File: src/rtl/soc_msp430_dac_spi_pkg.sv
// Shared types and constants for the MSP430 SPI DAC peripheral.
package soc_msp430_dac_spi_pkg;

  typedef enum logic [2:0] {
    INIT,
    IDLE,
    LEAD,
    SHIFT_LO,
    SHIFT_HI,
    SYNC_UP,
    TRAIL_LO,
    TRAIL_HI
  } state_t;

  localparam logic [1:0] OFS_VAL  = 2'd0;
  localparam logic [1:0] OFS_CTRL = 2'd1;
  localparam logic [1:0] OFS_STAT = 2'd2;

  localparam int STAT_BUSY   = 0;
  localparam int STAT_PEND   = 1;
  localparam int STAT_DONE   = 2;
  localparam int CTRL_IRQ_EN = 2;

  localparam int FRAME_W = 16;

endpackage

File: src/rtl/soc_msp430_dac_spi_shift.sv
// SPI master FSM, half-period divider and frame shifter for the DAC.
// Frame is 36*SCLK_DIV mclk from LEAD entry; launch accepted in IDLE or at TRAIL_HI exit.
module soc_msp430_dac_spi_shift
  import soc_msp430_dac_spi_pkg::*;
#(
  parameter int unsigned SCLK_DIV = 4
) (
  input  logic        mclk,
  input  logic        puc_rst,
  input  logic        pending,
  input  logic [11:0] val,
  input  logic [1:0]  pd,
  output logic        launch,
  output logic        done_set,
  output logic        sclk,
  output logic        sync_n,
  output logic        din,
  output logic        busy
);

  localparam logic [7:0] DIV_M1 = 8'(SCLK_DIV - 1);

  state_t               state, state_nxt;
  logic [7:0]           cnt, cnt_nxt;
  logic [4:0]           bit_cnt, bit_nxt;
  logic [1:0]           ph, ph_nxt;
  logic [FRAME_W-1:0]   frame, frame_nxt;
  logic                 tick, reload;
  logic                 sclk_d, sync_d, din_d, busy_d;

  assign tick     = (cnt == 8'd0);
  assign launch   = pending & ((state == IDLE) | ((state == TRAIL_HI) & tick));
  assign done_set = (state == TRAIL_HI) & tick;

  always_ff @(posedge mclk or posedge puc_rst) begin
    if (puc_rst) begin
      state   <= INIT;
      cnt     <= DIV_M1;
      bit_cnt <= 5'd0;
      ph      <= 2'd0;
      frame   <= '0;
    end else begin
      state   <= state_nxt;
      cnt     <= cnt_nxt;
      bit_cnt <= bit_nxt;
      ph      <= ph_nxt;
      frame   <= frame_nxt;
    end
  end

  // bit_cnt wraps below zero after bit 0, its MSB then marks the last SHIFT_HI
  always_comb begin
    state_nxt = state;
    ph_nxt    = ph;
    bit_nxt   = bit_cnt;
    frame_nxt = frame;
    reload    = 1'b0;
    case (state)
      INIT: begin
        if (tick) begin
          if (ph == 2'd2) begin
            state_nxt = IDLE;
          end else begin
            ph_nxt = ph + 2'd1;
            reload = 1'b1;
          end
        end
      end
      IDLE:     if (pending) state_nxt = LEAD;
      LEAD:     if (tick) state_nxt = SHIFT_LO;
      SHIFT_LO: begin
        if (tick) begin
          state_nxt = SHIFT_HI;
          bit_nxt   = bit_cnt - 5'd1;
        end
      end
      SHIFT_HI: if (tick) state_nxt = bit_cnt[4] ? SYNC_UP : SHIFT_LO;
      SYNC_UP:  if (tick) state_nxt = TRAIL_LO;
      TRAIL_LO: if (tick) state_nxt = TRAIL_HI;
      TRAIL_HI: if (tick) state_nxt = pending ? LEAD : IDLE;
      default:  state_nxt = INIT;
    endcase
    if (launch) begin
      frame_nxt = {2'b00, pd, val};
      bit_nxt   = 5'd15;
    end
    if ((state_nxt != state) || reload) begin
      cnt_nxt = DIV_M1;
    end else if (!tick) begin
      cnt_nxt = cnt - 8'd1;
    end else begin
      cnt_nxt = cnt;
    end
  end

  // Outputs are computed for the upcoming state so they register in step with it
  always_comb begin
    sclk_d = 1'b1;
    sync_d = 1'b1;
    din_d  = 1'b0;
    busy_d = 1'b1;
    case (state_nxt)
      INIT:     sclk_d = (ph_nxt != 2'd1);
      IDLE:     busy_d = 1'b0;
      LEAD: begin
        sync_d = 1'b0;
        din_d  = frame_nxt[FRAME_W-1];
      end
      SHIFT_LO: begin
        sclk_d = 1'b0;
        sync_d = 1'b0;
        din_d  = din;
      end
      SHIFT_HI: begin
        sync_d = 1'b0;
        din_d  = bit_nxt[4] ? din : frame_nxt[bit_nxt[3:0]];
      end
      TRAIL_LO: sclk_d = 1'b0;
      default: ;
    endcase
  end

  always_ff @(posedge mclk or posedge puc_rst) begin
    if (puc_rst) begin
      sclk   <= 1'b1;
      sync_n <= 1'b1;
      din    <= 1'b0;
      busy   <= 1'b1;
    end else begin
      sclk   <= sclk_d;
      sync_n <= sync_d;
      din    <= din_d;
      busy   <= busy_d;
    end
  end

endmodule

File: src/rtl/soc_msp430_dac_spi.sv
// openMSP430 peripheral driving a 12-bit SPI DAC; reads are combinational, writes never stall.
// A one-deep pending buffer queues the next sample; optional interrupt under DAC_IRQ_EN.
module soc_msp430_dac_spi
  import soc_msp430_dac_spi_pkg::*;
#(
  parameter logic [13:0] BASE_ADDR = 14'h00C8,
  parameter int unsigned SCLK_DIV  = 4
) (
  input  logic        mclk,
  input  logic        puc_rst,
  input  logic [13:0] per_addr,
  input  logic [15:0] per_din,
  input  logic        per_en,
  input  logic [1:0]  per_we,
  output logic [15:0] per_dout,
  output logic        sclk,
  output logic        sync_n,
  output logic        din,
  output logic        dac_busy,
  output logic        irq_dac
);

  logic [13:0] addr_ofs;
  logic [1:0]  reg_ofs;
  logic        sel, wr, rd;
  logic        wr_val, wr_ctrl, wr_stat;
  logic [11:0] val;
  logic [1:0]  pd;
  logic        pending, done, irq_en;
  logic        launch, done_set;
  logic        unused_bits;

  assign addr_ofs = per_addr - BASE_ADDR;
  assign reg_ofs  = addr_ofs[1:0];
  assign sel      = per_en & (per_addr >= BASE_ADDR) & (per_addr <= (BASE_ADDR + 14'd2));
  assign wr       = sel & (|per_we);
  assign rd       = sel & ~(|per_we);
  assign wr_val   = wr & (reg_ofs == OFS_VAL);
  assign wr_ctrl  = wr & (reg_ofs == OFS_CTRL);
  assign wr_stat  = wr & (reg_ofs == OFS_STAT);

  assign unused_bits = ^{per_din[15:12], addr_ofs[13:2]};

  always_ff @(posedge mclk or posedge puc_rst) begin
    if (puc_rst) begin
      val <= 12'h000;
      pd  <= 2'b00;
    end else begin
      if (wr_val && per_we[0]) val[7:0]  <= per_din[7:0];
      if (wr_val && per_we[1]) val[11:8] <= per_din[11:8];
      if (wr_ctrl && per_we[0]) pd <= per_din[1:0];
    end
  end

  // A write coinciding with a launch keeps the new sample queued
  always_ff @(posedge mclk or posedge puc_rst) begin
    if (puc_rst) begin
      pending <= 1'b0;
      done    <= 1'b0;
    end else begin
      if (wr_val)      pending <= 1'b1;
      else if (launch) pending <= 1'b0;
      if (done_set)    done <= 1'b1;
      else if (wr_stat && per_we[0] && per_din[STAT_DONE]) done <= 1'b0;
    end
  end

`ifdef DAC_IRQ_EN
  logic irq_q;
  always_ff @(posedge mclk or posedge puc_rst) begin
    if (puc_rst) begin
      irq_en <= 1'b0;
      irq_q  <= 1'b0;
    end else begin
      if (wr_ctrl && per_we[0]) irq_en <= per_din[CTRL_IRQ_EN];
      irq_q <= done_set & irq_en;
    end
  end
  assign irq_dac = irq_q;
`else
  assign irq_en  = 1'b0;
  assign irq_dac = 1'b0;
`endif

  always_comb begin
    per_dout = 16'h0000;
    if (rd) begin
      case (reg_ofs)
        OFS_VAL:  per_dout[11:0] = val;
        OFS_CTRL: begin
          per_dout[1:0]       = pd;
          per_dout[CTRL_IRQ_EN] = irq_en;
        end
        OFS_STAT: begin
          per_dout[STAT_BUSY] = dac_busy;
          per_dout[STAT_PEND] = pending;
          per_dout[STAT_DONE] = done;
        end
        default: ;
      endcase
    end
  end

  soc_msp430_dac_spi_shift #(
    .SCLK_DIV (SCLK_DIV)
  ) u_shift (
    .mclk     (mclk),
    .puc_rst  (puc_rst),
    .pending  (pending),
    .val      (val),
    .pd       (pd),
    .launch   (launch),
    .done_set (done_set),
    .sclk     (sclk),
    .sync_n   (sync_n),
    .din      (din),
    .busy     (dac_busy)
  );

endmodule

File: config.mk
export PLATFORM = sky130hd
export DESIGN_NAME = soc_msp430_dac_spi
export DESIGN_NICKNAME = d
export VERILOG_FILES = /design/src/rtl/soc_msp430_dac_spi_pkg.sv /design/src/rtl/soc_msp430_dac_spi_shift.sv /design/src/rtl/soc_msp430_dac_spi.sv
export SDC_FILE = /design/constraint.sdc
export NUM_CORES = 1
export LEC_CHECK = 0
export CELL_PAD_IN_SITES_DETAIL_PLACEMENT = 1
export CELL_PAD_IN_SITES_GLOBAL_PLACEMENT = 2
export CORE_ASPECT_RATIO = 1.75
export CORE_UTILIZATION = 35
export DETAILED_ROUTE_END_ITERATION = 10
export DONT_BUFFER_PORTS = 1
export PLACE_DENSITY = 0.75
export SYNTH_ARGS = -nofsm -noshare
export SYNTH_HDL_FRONTEND = slang
export SYNTH_SLANG_ARGS = --single-unit
File: constraint.sdc
create_clock -name mclk -period 2.8 [get_ports mclk]
set_input_delay 0.56 -clock mclk [delete_from_list [all_inputs] [get_ports mclk]]
set_output_delay 0.56 -clock mclk [all_outputs]
set_load 0.03 [all_outputs]
==> impl_metrics.py, run 1 <==
metrics = {
    "floorplan": {
        "dieHeight_um": 127,
        "fp.dieW_um": 73.2,
        "std_cell_rows": 45,
        "initial_core_util_pct": 36.0,
        "core_area_sq_um": 8610,
        "io_pins": 56,
        "die-area_sq_um": 9270,
    },
    "clock_network": {
        "cts_buffers": 5,
        "clk_latency_ps": 300,
        "cts_sinks": 54,
        "htreeDepth": 2,
        "cts_tree": "yes",
        "clkTransAtPathRegs_ps": 70,
        "cts_buffer_depth": 2,
        "root_buffer": "clkbuf_16",
        "postCtsHoldBufs": 0,
    },
    "critical_path": {
        "cp-end-kind": "flip-flop",
        "rr_startpoint": "u_shift.cnt[0]$_DFFE_PP1P_",
        "startpoint_type": "flip-flop",
        "crit_chain": "inv_1 -> ha_2 -> or4bb_4 -> or4_1 -> o211ai_1 -> o21ai_0 -> o2111ai_1 -> nand3_1",
        "critical_path.max_stage_delay_ps": 530,
        "critPathMaxFanout": 6,
        "arrival_ps": 2790,
        "r2r_cells": 8,
        "worst_path_max_delay_cell": "or4bb_4",
        "rrSetupSlack_ps": 190,
        "r2r_end": "u_shift.din$_DFFE_PP0P_",
        "worstSetupPathType": "flip-flop to flip-flop",
        "required_ps": 2980,
    },
    "timing": {
        "slew_headroom_pct": 63.1,
        "max_freq_mhz": 383,
        "min_period_over_period_pct": 93.2,
        "fin_tns_setup_ps": 0,
        "final-max-slew-violation-count": 0,
        "worst_slew_pin_slew_ps": 548,
        "setup_viol": 0,
        "layout_min_cycle_time_ps": 2610,
        "finalHoldViolCount": 0,
        "skew_ps": 3.85,
    },
    "detailed_routing": {
        "drt-total-wl_um": 9090,
        "drc_errors": 2,
        "ant_nets": 0,
        "vias": 2643,
        "routed_via_density": 5.60,
        "drt_iter0_drc": 68,
        "wl_per_cell_um": 19.3,
        "firstDrtPassIters": 7,
    },
    "yosys": {
        "ys_async_sr_fraction_pct": 100,
        "synth-edff-count": 0,
        "synth-compound-area-share_pct": 14.3,
        "netlist_instances": 319,
        "synthAdderAreaFrac_pct": 1.61,
        "ys_seq_area_share_pct": 43.7,
        "synth-seq-cells": 54,
        "yosysWarningCount": 0,
        "yosysUniqueCellTypes": 62,
        "synth.area.top_cells": "dfrtp_1 39%, mux2_2 8.7%, dfstp_2 4.2%",
        "synth_area_sq_um": 3110,
        "avgSynthCellArea_sq_um": 9.74,
        "yosys.area.top_type": "dfrtp_1",
        "synthMuxAreaShare_pct": 10.3,
        "ys.flop_type": "dfrtp_1",
        "synth_top_area_share_pct": 39.5,
        "synth_top_family_by_area": "simple AND/OR/NAND/NOR gates",
        "synth-xor-area-share_pct": 3.10,
        "synthSimpleGateAreaFrac_pct": 21.6,
    },
    "pwr": {
        "clkPwrFrac_pct": 33.0,
        "switchingPower_uw": 608,
        "p_sw_share_pct": 31.0,
        "power_density_nw_per_um2": 535,
        "peakVddDrop_mv": 0.452,
        "seq_power_share_pct": 47.7,
        "p_total_mw": 1.96,
        "intPower_mw": 1.35,
        "p_leak_nw": 1.62,
        "power_frac_comb_pct": 19.3,
    },
    "job": {
        "maxCapViolations": 0,
    },
    "grt": {
        "grt_pass1_vias": 2816,
        "grt_usage_pct": 21.1,
        "grt_pass1_wl_um": 14400,
        "grt_max_degree": 36,
        "antenna_found_initial": 0,
        "grt_overflow": 0,
    },
    "final_layout": {
        "diodes": 0,
        "drive_gt1_share_pct": 27.0,
        "final_common_cell": "dfrtp_1",
        "final_area_sq_um": 3670,
        "final_core_util_pct": 42.6,
        "layout_common_cells": "49 x dfrtp_1, 42 x buf_4, 30 x nor2_1",
        "nNetsFinal": 393,
        "syn2layout_area_growth_pct": 18.1,
    },
    "placement": {
        "globalplace.congestion": 0.863,
        "place_hpwl_um": 7000,
        "place_area_sq_um": 3470,
        "io_buffers": 0,
    },
    "outcome": {
        "violations": "design-rule violations",
        "outcome": "complete, but fails checks",
    },
    "hold_path": {
        "hold_path.class": "input port to asynchronous set/reset pin",
    },
}
final cells by class:
type	instances	area, sq um
timing repair buffer	42	315
multi-input combinational	235	1640
sequential	54	1360
fill	996	4950
tap	117	146
clock buffer	5	125
clock inverter	3	25.0
inverter	16	60.1
synth_stat cells, drive strengths merged (5+ instances only):
| cell type | count |
|---|---|
| dfrtp | 49 |
| o211ai | 5 |
| nor3 | 9 |
| buf | 12 |
| a21oi | 8 |
| and3 | 5 |
| nand3 | 14 |
| nand2 | 21 |
| nand2b | 5 |
| dfstp | 5 |
| mux2i | 5 |
| mux2 | 24 |
| clkbuf | 6 |
| and2 | 11 |
| nor2 | 30 |
| inv | 16 |
| xnor2 | 7 |
| o21ai | 11 |
| nor4 | 7 |
power by group through the flow:
stage | sequential [mW] | clock (mW) | combinational, mW
after global routing | 0.948 | 0.686 | 0.424
after detailed placement | 0.951 | 0 | 0.370
after floorplan | 0.926 | 0 | 0.282
after global placement | 0.947 | 0 | 0.356
after CTS | 0.936 | 0.668 | 0.374
final | 0.936 | 0.647 | 0.377
critical path: cells and delay by family (launching register included):
family,cells,cell delay (ps)
and+or+nand+nor,3,1110
AOI/OAI and AO/OA,3,660
DFF,1,370
adders and majority gates,1,240
buffers and inverters,1,100
worst max-delay path by stage:
stage / from / to / slack, ps
after floorplan: per_addr[1] / per_dout[10] / -20
after detailed placement: per_addr[2] / per_dout[9] / 40
after CTS: per_addr[2] / per_dout[9] / 30
final: u_shift.cnt[0]$_DFFE_PP1P_ / u_shift.din$_DFFE_PP0P_ / 190
after global routing: u_shift.cnt[0]$_DFFE_PP1P_ / u_shift.din$_DFFE_PP0P_ / -0.8
after global placement: per_addr[2] / per_dout[4] / 110
cells by family after synthesis:
family,Yosys count
buffers and inverters,34
flip-flops,54
AO/OA/AOI/OAI,61
XOR/XNOR,11
AND/OR/NAND/NOR,125
adder cells (fa/ha/maj),4
multiplexers,29
other,1
stage by stage:
step           hold WS [ps]  setup slack, ps  cells
6_report                156              189    472
5_1_grt                 195           -0.816    472
4_1_cts                 172             33.8    470
3_5_place_dp            494             44.8    462
3_3_place_gp            484              105    462
2_1_floorplan           462            -15.1    323
per-layer routing:
layer  track usage, %  share of wire, %  wire length (um)
met4             12.3               4.4               398
met5                0                 0                 0
met1             21.1                35              3230
met2             40.0                58              5270
met3             2.22               2.2               196
registers in the layout (all words and copies together) (netlist names):
signal,flops
u_shift.din,1
u_shift.sync_n,1
done,1
val,12
u_shift.frame,16
pd,2
u_shift.busy,1
u_shift.ph,2
u_shift.cnt,8
u_shift.state,3
u_shift.bit_cnt,5
u_shift.sclk,1
pending,1
timing repair:
| item | CTS | global route |
|---|---|---|
| buffers inserted | 0 | 2 |
| gates resized for setup | 0 | 7 |
| endpoints found under the setup margin | 0 | 11 |
Power figures use the tool's default switching activity.
==> run 2, diff against run 1 <==
--- a/config.mk
+++ b/config.mk
@@ -7,7 +7,7 @@
 export LEC_CHECK = 0
 export CELL_PAD_IN_SITES_DETAIL_PLACEMENT = 1
 export CELL_PAD_IN_SITES_GLOBAL_PLACEMENT = 2
-export CORE_ASPECT_RATIO = 1.75
+export CORE_ASPECT_RATIO = 0.6
 export CORE_UTILIZATION = 35
 export DETAILED_ROUTE_END_ITERATION = 10
 export DONT_BUFFER_PORTS = 1
==> run 2 against run 1 <==
The run now ends clean. Global-route usage shrank 0.75 points. Cell area fell by 0.61%. Die area barely moved. Cell count fell by 1.7%. Clock-buffer cell count up 1. Critical path depth grew 2. Worst hold slack improved by 21 ps. Sequential share of layout area is 0.23 points higher. Routed wire length shrank 3.4%. Sequential cell count did not move. Register-to-register slack lost 30 ps. First-iteration DRC count rose by 150%. Highest routed layer unchanged.
==> impl_metrics.py, run 2 (same netlist as run 1, synthesis figures left out) <==
metrics = {
    "outcome": {
        "outcome": "complete, no violations",
    },
    "final_layout": {
        "fillers": 980,
        "largestRegisters": "u_shift.frame x16, val x12, u_shift.cnt x8",
        "nNetsFinal": 390,
        "final_cells": 464,
        "diodes": 0,
        "syn2layout_area_growth_pct": 17.3,
        "drive_gt1_share_pct": 26.4,
        "layout_common_cells": "49 x dfrtp_1, 39 x buf_4, 30 x nor2_1",
        "final_common_cell": "dfrtp_1",
        "top_register": "u_shift.frame",
        "largest_reg_flops": 16,
    },
    "critical_path": {
        "critical_path.max_stage_delay_ps": 510,
        "arrival_ps": 2880,
        "required_ps": 3040,
        "worst_path_max_delay_cell": "or4bb_4",
        "critPathMaxFanout": 6,
        "cp-end-kind": "flip-flop",
        "startpoint_type": "flip-flop",
        "worstSetupPathType": "flip-flop to flip-flop",
        "crit_chain": "inv_1 -> ha_2 -> or4bb_4 -> or4_1 -> o211ai_1 -> buf_4 -> nor2_1 -> a32oi_1 -> o2111ai_1 -> nand3_1",
    },
    "timing": {
        "finalHoldViolCount": 0,
        "layout_min_cycle_time_ps": 2640,
        "skew_ps": 7.59,
        "slew_headroom_pct": 51.7,
        "setup_ws_ps": 158,
        "worst_slew_pin_slew_ps": 724,
        "setup_viol": 0,
        "min_period_over_period_pct": 94.4,
        "max_freq_mhz": 378,
        "final-max-slew-violation-count": 0,
    },
    "grt": {
        "antenna_found_initial": 0,
        "grt_max_degree": 27,
        "grtUsageMet1_pct": 31.8,
        "use_met3_pct": 3.79,
        "grt_overflow": 0,
        "grt_usage_pct": 20.3,
        "grt_pass1_vias": 2512,
        "gr-max-usage-layer": "met1",
        "met2_usage_pct": 27.9,
        "grt_pass1_wl_um": 13800,
    },
    "clock_network": {
        "clkTransAtPathRegs_ps": 70,
        "clk_latency_ps": 300,
        "root_buffer": "clkbuf_16",
        "cts_buffer_depth": 2,
        "cts_buffers": 5,
        "htreeDepth": 2,
        "cts_tree": "yes",
        "cts_sinks": 54,
    },
    "placement": {
        "io_buffers": 0,
        "pre_cts_ws_ps": -44.0,
        "globalplace.congestion": 0.858,
        "place_hpwl_um": 6840,
        "placed_cells_incl_taps": 454,
    },
    "pwr": {
        "intPower_mw": 1.35,
        "peakVddDrop_mv": 0.257,
        "clkPwrFrac_pct": 32.3,
        "power_frac_comb_pct": 19.1,
        "power_density_nw_per_um2": 533,
        "p_leak_nw": 1.60,
        "p_sw_share_pct": 30.5,
        "switchingPower_uw": 592,
        "seq_power_share_pct": 48.6,
    },
    "detailed_routing": {
        "firstDrtPassIters": 4,
        "vias": 2645,
        "drt_iter0_drc": 169,
        "ant_nets": 0,
        "drt-total-wl_um": 8780,
        "wl_per_cell_um": 18.9,
        "drc_errors": 0,
        "routed_via_density": 5.70,
    },
    "hold_path": {
        "hold_path.class": "input port to asynchronous set/reset pin",
    },
    "floorplan": {
        "initial_core_util_pct": 36.3,
        "fp.dieW_um": 124,
        "io_pins": 56,
        "core_area_sq_um": 8560,
        "std_cell_rows": 26,
        "die-area_sq_um": 9270,
        "dieHeight_um": 75.0,
    },
    "job": {
        "maxCapViolations": 0,
    },
}
run 2: cell count changes in the layout (fill, tap and decap cells not counted):
| cell | previous run | this run |
|---|---|---|
| buf_4 | 42 | 39 |
| a2111oi_1 | 1 | 0 |
| a2111oi_2 | 1 | 2 |
| a32oi_1 | 2 | 3 |
| a32oi_2 | 2 | 1 |
| clkbuf_1 | 0 | 1 |
| clkinv_4 | 1 | 0 |
| clkinvlp_4 | 1 | 2 |
| inv_6 | 1 | 0 |
| nor4bb_1 | 1 | 0 |
| nor4bb_4 | 0 | 1 |
run 2: path summary, 6_finish.rpt:
path                                       startpoint                    endpoint  slack (ps)  cells after the start
setup / recovery           u_shift.cnt[0]$_DFFE_PP1P_     u_shift.din$_DFFE_PP0P_         160                     10
hold / removal                                puc_rst     u_shift.ph[0]$_DFF_PP0_         180                      1
setup reg to reg           u_shift.cnt[0]$_DFFE_PP1P_     u_shift.din$_DFFE_PP0P_         160                     10
hold reg to reg            u_shift.frame[0]$_DFF_PP0_  u_shift.frame[0]$_DFF_PP0_         510                      1
max in group asynchronous                     puc_rst    u_shift.sync_n$_DFF_PP1_        1930                      2
min in group mclk                          per_din[6]          val[6]$_DFFE_PP0P_         410                      1
run 2: final cells by class:
cell class	count	area (sq um)	share of cell area [%]
timing repair buffer	39	293	8.04
multi-input combinational	235	1650	45.3
tap	112	140	3.85
clock inverter	2	15.0	0.412
clock buffer	6	129	3.54
inverter	16	60.1	1.65
sequential	54	1360	37.3
run 2: power by group through the flow:
stage / sequential [mW] / combinational, mW / clock, mW
6_report: 0.944 / 0.372 / 0.628
5_1_grt: 0.958 / 0.422 / 0.670
4_1_cts: 0.935 / 0.361 / 0.647
3_5_place_dp: 0.947 / 0.359 / 0
3_3_place_gp: 0.946 / 0.346 / 0
2_1_floorplan: 0.926 / 0.282 / 0
run 2: through the flow:
stage	setup TNS [ps]	hold WS, ps	area [sq um]	utilization (%)	total power [mW]
detailed placement	-256	498	3440	40.2	1.31
floorplan	-136	462	3120	-	1.21
global route	-0.295	222	3640	42.6	2.05
CTS	0	191	3600	42.1	1.94
finish	0	177	3640	42.6	1.94
global placement	-65.3	489	3440	40.2	1.29
run 2: repair_timing:
item / CTS / global route
endpoints found under the setup margin: 8 / 18
hold buffers: 0 / 0
gates resized for setup: 1 / 8
pin swaps: 1 / 0
hold endpoints to repair: 0 / 0
gates cloned: 0 / 0
buffers inserted: 2 / 0
run 2: layer usage:
metal  up-vias  share of wire, %
li1       1216                 -
met1      1342                53
met2        80                40
met3         7               6.1
met4         0              0.99
met5         -                 0
run 2: critical path, delay by kind of cell, from the launching register on:
family / cells / cell delay, ps
AO/OA/AOI/OAI: 3 / 540
flip-flops: 1 / 370
buffers and inverters: 2 / 290
adder cells (fa/ha/maj): 1 / 240
AND/OR/NAND/NOR: 4 / 1150
==> run 3, diff against run 2 <==
--- a/config.mk
+++ b/config.mk
@@ -8,10 +8,10 @@
 export CELL_PAD_IN_SITES_DETAIL_PLACEMENT = 1
 export CELL_PAD_IN_SITES_GLOBAL_PLACEMENT = 2
 export CORE_ASPECT_RATIO = 0.6
-export CORE_UTILIZATION = 35
+export CORE_UTILIZATION = 39
 export DETAILED_ROUTE_END_ITERATION = 10
 export DONT_BUFFER_PORTS = 1
-export PLACE_DENSITY = 0.75
+export PLACE_DENSITY = 0.79
 export SYNTH_ARGS = -nofsm -noshare
 export SYNTH_HDL_FRONTEND = slang
 export SYNTH_SLANG_ARGS = --single-unit
==> constraint.sdc (replaced) <==
create_clock -name mclk -period 3 [get_ports mclk]
set_input_delay 0.6 -clock mclk [delete_from_list [all_inputs] [get_ports mclk]]
set_output_delay 0.6 -clock mclk [all_outputs]
set_load 0.03 [all_outputs]
==> run 3 against run 2 <==
Clock power decreased by 3.5%. Sequential cell count unchanged. Clock skew increased by 9.1 ps. Non-clock buffer count decreased by 10. Routed wire length decreased by 1.4%. Critical path depth decreased by 1.
==> impl_metrics.py, run 3 (same netlist as run 1, synthesis figures left out) <==
metrics = {
    "final_layout": {
        "diodes": 0,
        "nNetsFinal": 380,
        "drive_gt1_share_pct": 23.1,
        "final_common_cell": "dfrtp_1",
        "layout_common_cells": "49 x dfrtp_1, 30 x nor2_1, 29 x buf_4",
        "final_cells": 446,
        "top_register": "u_shift.frame",
        "syn2layout_area_growth_pct": 13.6,
        "largestRegisters": "u_shift.frame x16, val x12, u_shift.cnt x8",
        "largest_reg_flops": 16,
    },
    "timing": {
        "finalHoldViolCount": 0,
        "max_freq_mhz": 355,
        "slew_headroom_pct": 59.8,
        "setup_viol": 0,
        "fin_hold_ws_ps": 176,
        "worst_slew_pin_slew_ps": 601,
        "layout_min_cycle_time_ps": 2810,
        "skew_ps": 16.7,
        "min_period_over_period_pct": 93.8,
        "final-max-slew-violation-count": 0,
    },
    "grt": {
        "grt_pass1_vias": 2520,
        "antenna_found_initial": 0,
        "grt_pass1_wl_um": 14200,
        "grt_usage_pct": 23.0,
        "grt_overflow": 0,
        "grt_max_degree": 36,
    },
    "placement": {
        "globalplace.congestion": 0.846,
        "io_buffers": 0,
        "place_hpwl_um": 6720,
        "placed_cells_incl_taps": 438,
    },
    "critical_path": {
        "rr_startpoint": "u_shift.cnt[0]$_DFFE_PP1P_",
        "required_ps": 2400,
        "worstSetupPathType": "input port to primary output",
        "cp-end-kind": "primary output",
        "rrSetupSlack_ps": 220,
        "r2r_end": "u_shift.din$_DFFE_PP0P_",
        "arrival_ps": 2210,
        "startpoint_type": "input port",
        "critPathMaxFanout": 7,
        "cp-endpoint": "per_dout[8]",
        "r2r_cells": 10,
        "worstSetupStartpoint": "per_addr[2]",
    },
    "clock_network": {
        "postCtsHoldBufs": 0,
        "cts_buffer_depth": 2,
        "clk_latency_ps": 300,
        "clkTransAtPathRegs_ps": 80,
        "htreeDepth": 2,
        "cts_buffers": 5,
        "cts_tree": "yes",
        "cts_sinks": 54,
        "root_buffer": "clkbuf_16",
    },
    "detailed_routing": {
        "vias": 2550,
        "wl_per_cell_um": 19.4,
        "firstDrtPassIters": 5,
        "drt-total-wl_um": 8660,
        "drc_errors": 0,
        "routed_via_density": 5.72,
        "ant_nets": 0,
        "drt_iter0_drc": 157,
    },
    "floorplan": {
        "core_area_sq_um": 7480,
        "initial_core_util_pct": 41.5,
        "io_pins": 56,
        "dieHeight_um": 71.1,
        "die-area_sq_um": 8340,
        "std_cell_rows": 24,
        "fp.dieW_um": 117,
    },
    "pwr": {
        "power_density_nw_per_um2": 511,
        "p_leak_nw": 1.56,
        "peakVddDrop_mv": 0.297,
        "p_total_mw": 1.80,
    },
    "outcome": {
        "outcome": "complete, no violations",
    },
    "hold_path": {
        "hold_path.class": "input port to asynchronous set/reset pin",
    },
    "job": {
        "maxCapViolations": 0,
    },
}
run 3: worst min-delay path by stage:
stage,from,slack (ps),cells after the start,endpoint
after floorplan,done$_DFFE_PP0P_,460,2,done$_DFFE_PP0P_
after global placement,done$_DFFE_PP0P_,490,2,done$_DFFE_PP0P_
after detailed placement,done$_DFFE_PP0P_,500,2,done$_DFFE_PP0P_
after CTS,puc_rst,190,1,u_shift.cnt[2]$_DFFE_PP0P_
after global routing,puc_rst,200,1,u_shift.cnt[2]$_DFFE_PP0P_
final,puc_rst,180,1,u_shift.cnt[2]$_DFFE_PP0P_
run 3: report_power, final:
group | switching (mW) | internal [mW] | total (mW)
sequential | 0.0781 | 0.797 | 0.876
clock | 0.292 | 0.313 | 0.606
combinational | 0.191 | 0.131 | 0.322
total | 0.561 | 1.24 | 1.80
run 3: final cells by class:
class	count	area (sq um)
clock buffer	5	125
clock inverter	3	23.8
fill	856	3950
inverter	16	60.1
multi-input combinational	235	1610
sequential	54	1360
tap	104	130
timing repair buffer	29	218
run 3: per-stage QoR:
stage | area (sq um) | util [%] | TNS, ps | setup slack [ps]
after floorplan | 3120 | - | 0 | 105
after global placement | 3370 | 45.1 | 0 | 166
after detailed placement | 3370 | 45.1 | 0 | 92.4
after CTS | 3520 | 47.1 | 0 | 88.6
after global routing | 3530 | 47.2 | -1.83 | -1.83
final | 3530 | 47.2 | 0 | 186
run 3: critical path: stages:
cell and delay [ps]:
nor4_1 260, nand3_1 110, a2111oi_1 280, buf_4 190, nand2_1 110, nor3_2 190
buf_4 180, and2_1 130, buf_4 160
run 3: repair_timing:
action / in CTS / in global routing
endpoints found under the setup margin: 0 / 10
setup buffers: 0 / 0
resized for setup: 0 / 2
run 3: metal layers:
metal	track usage (%)	share of wire, %	wire [um]	vias up
li1	-	-	-	1203
met2	30.4	39	3390	71
met1	38.3	55	4790	1273
met3	5.40	5.4	464	3
met5	0	0	0	-
met4	2.11	0.27	23	0
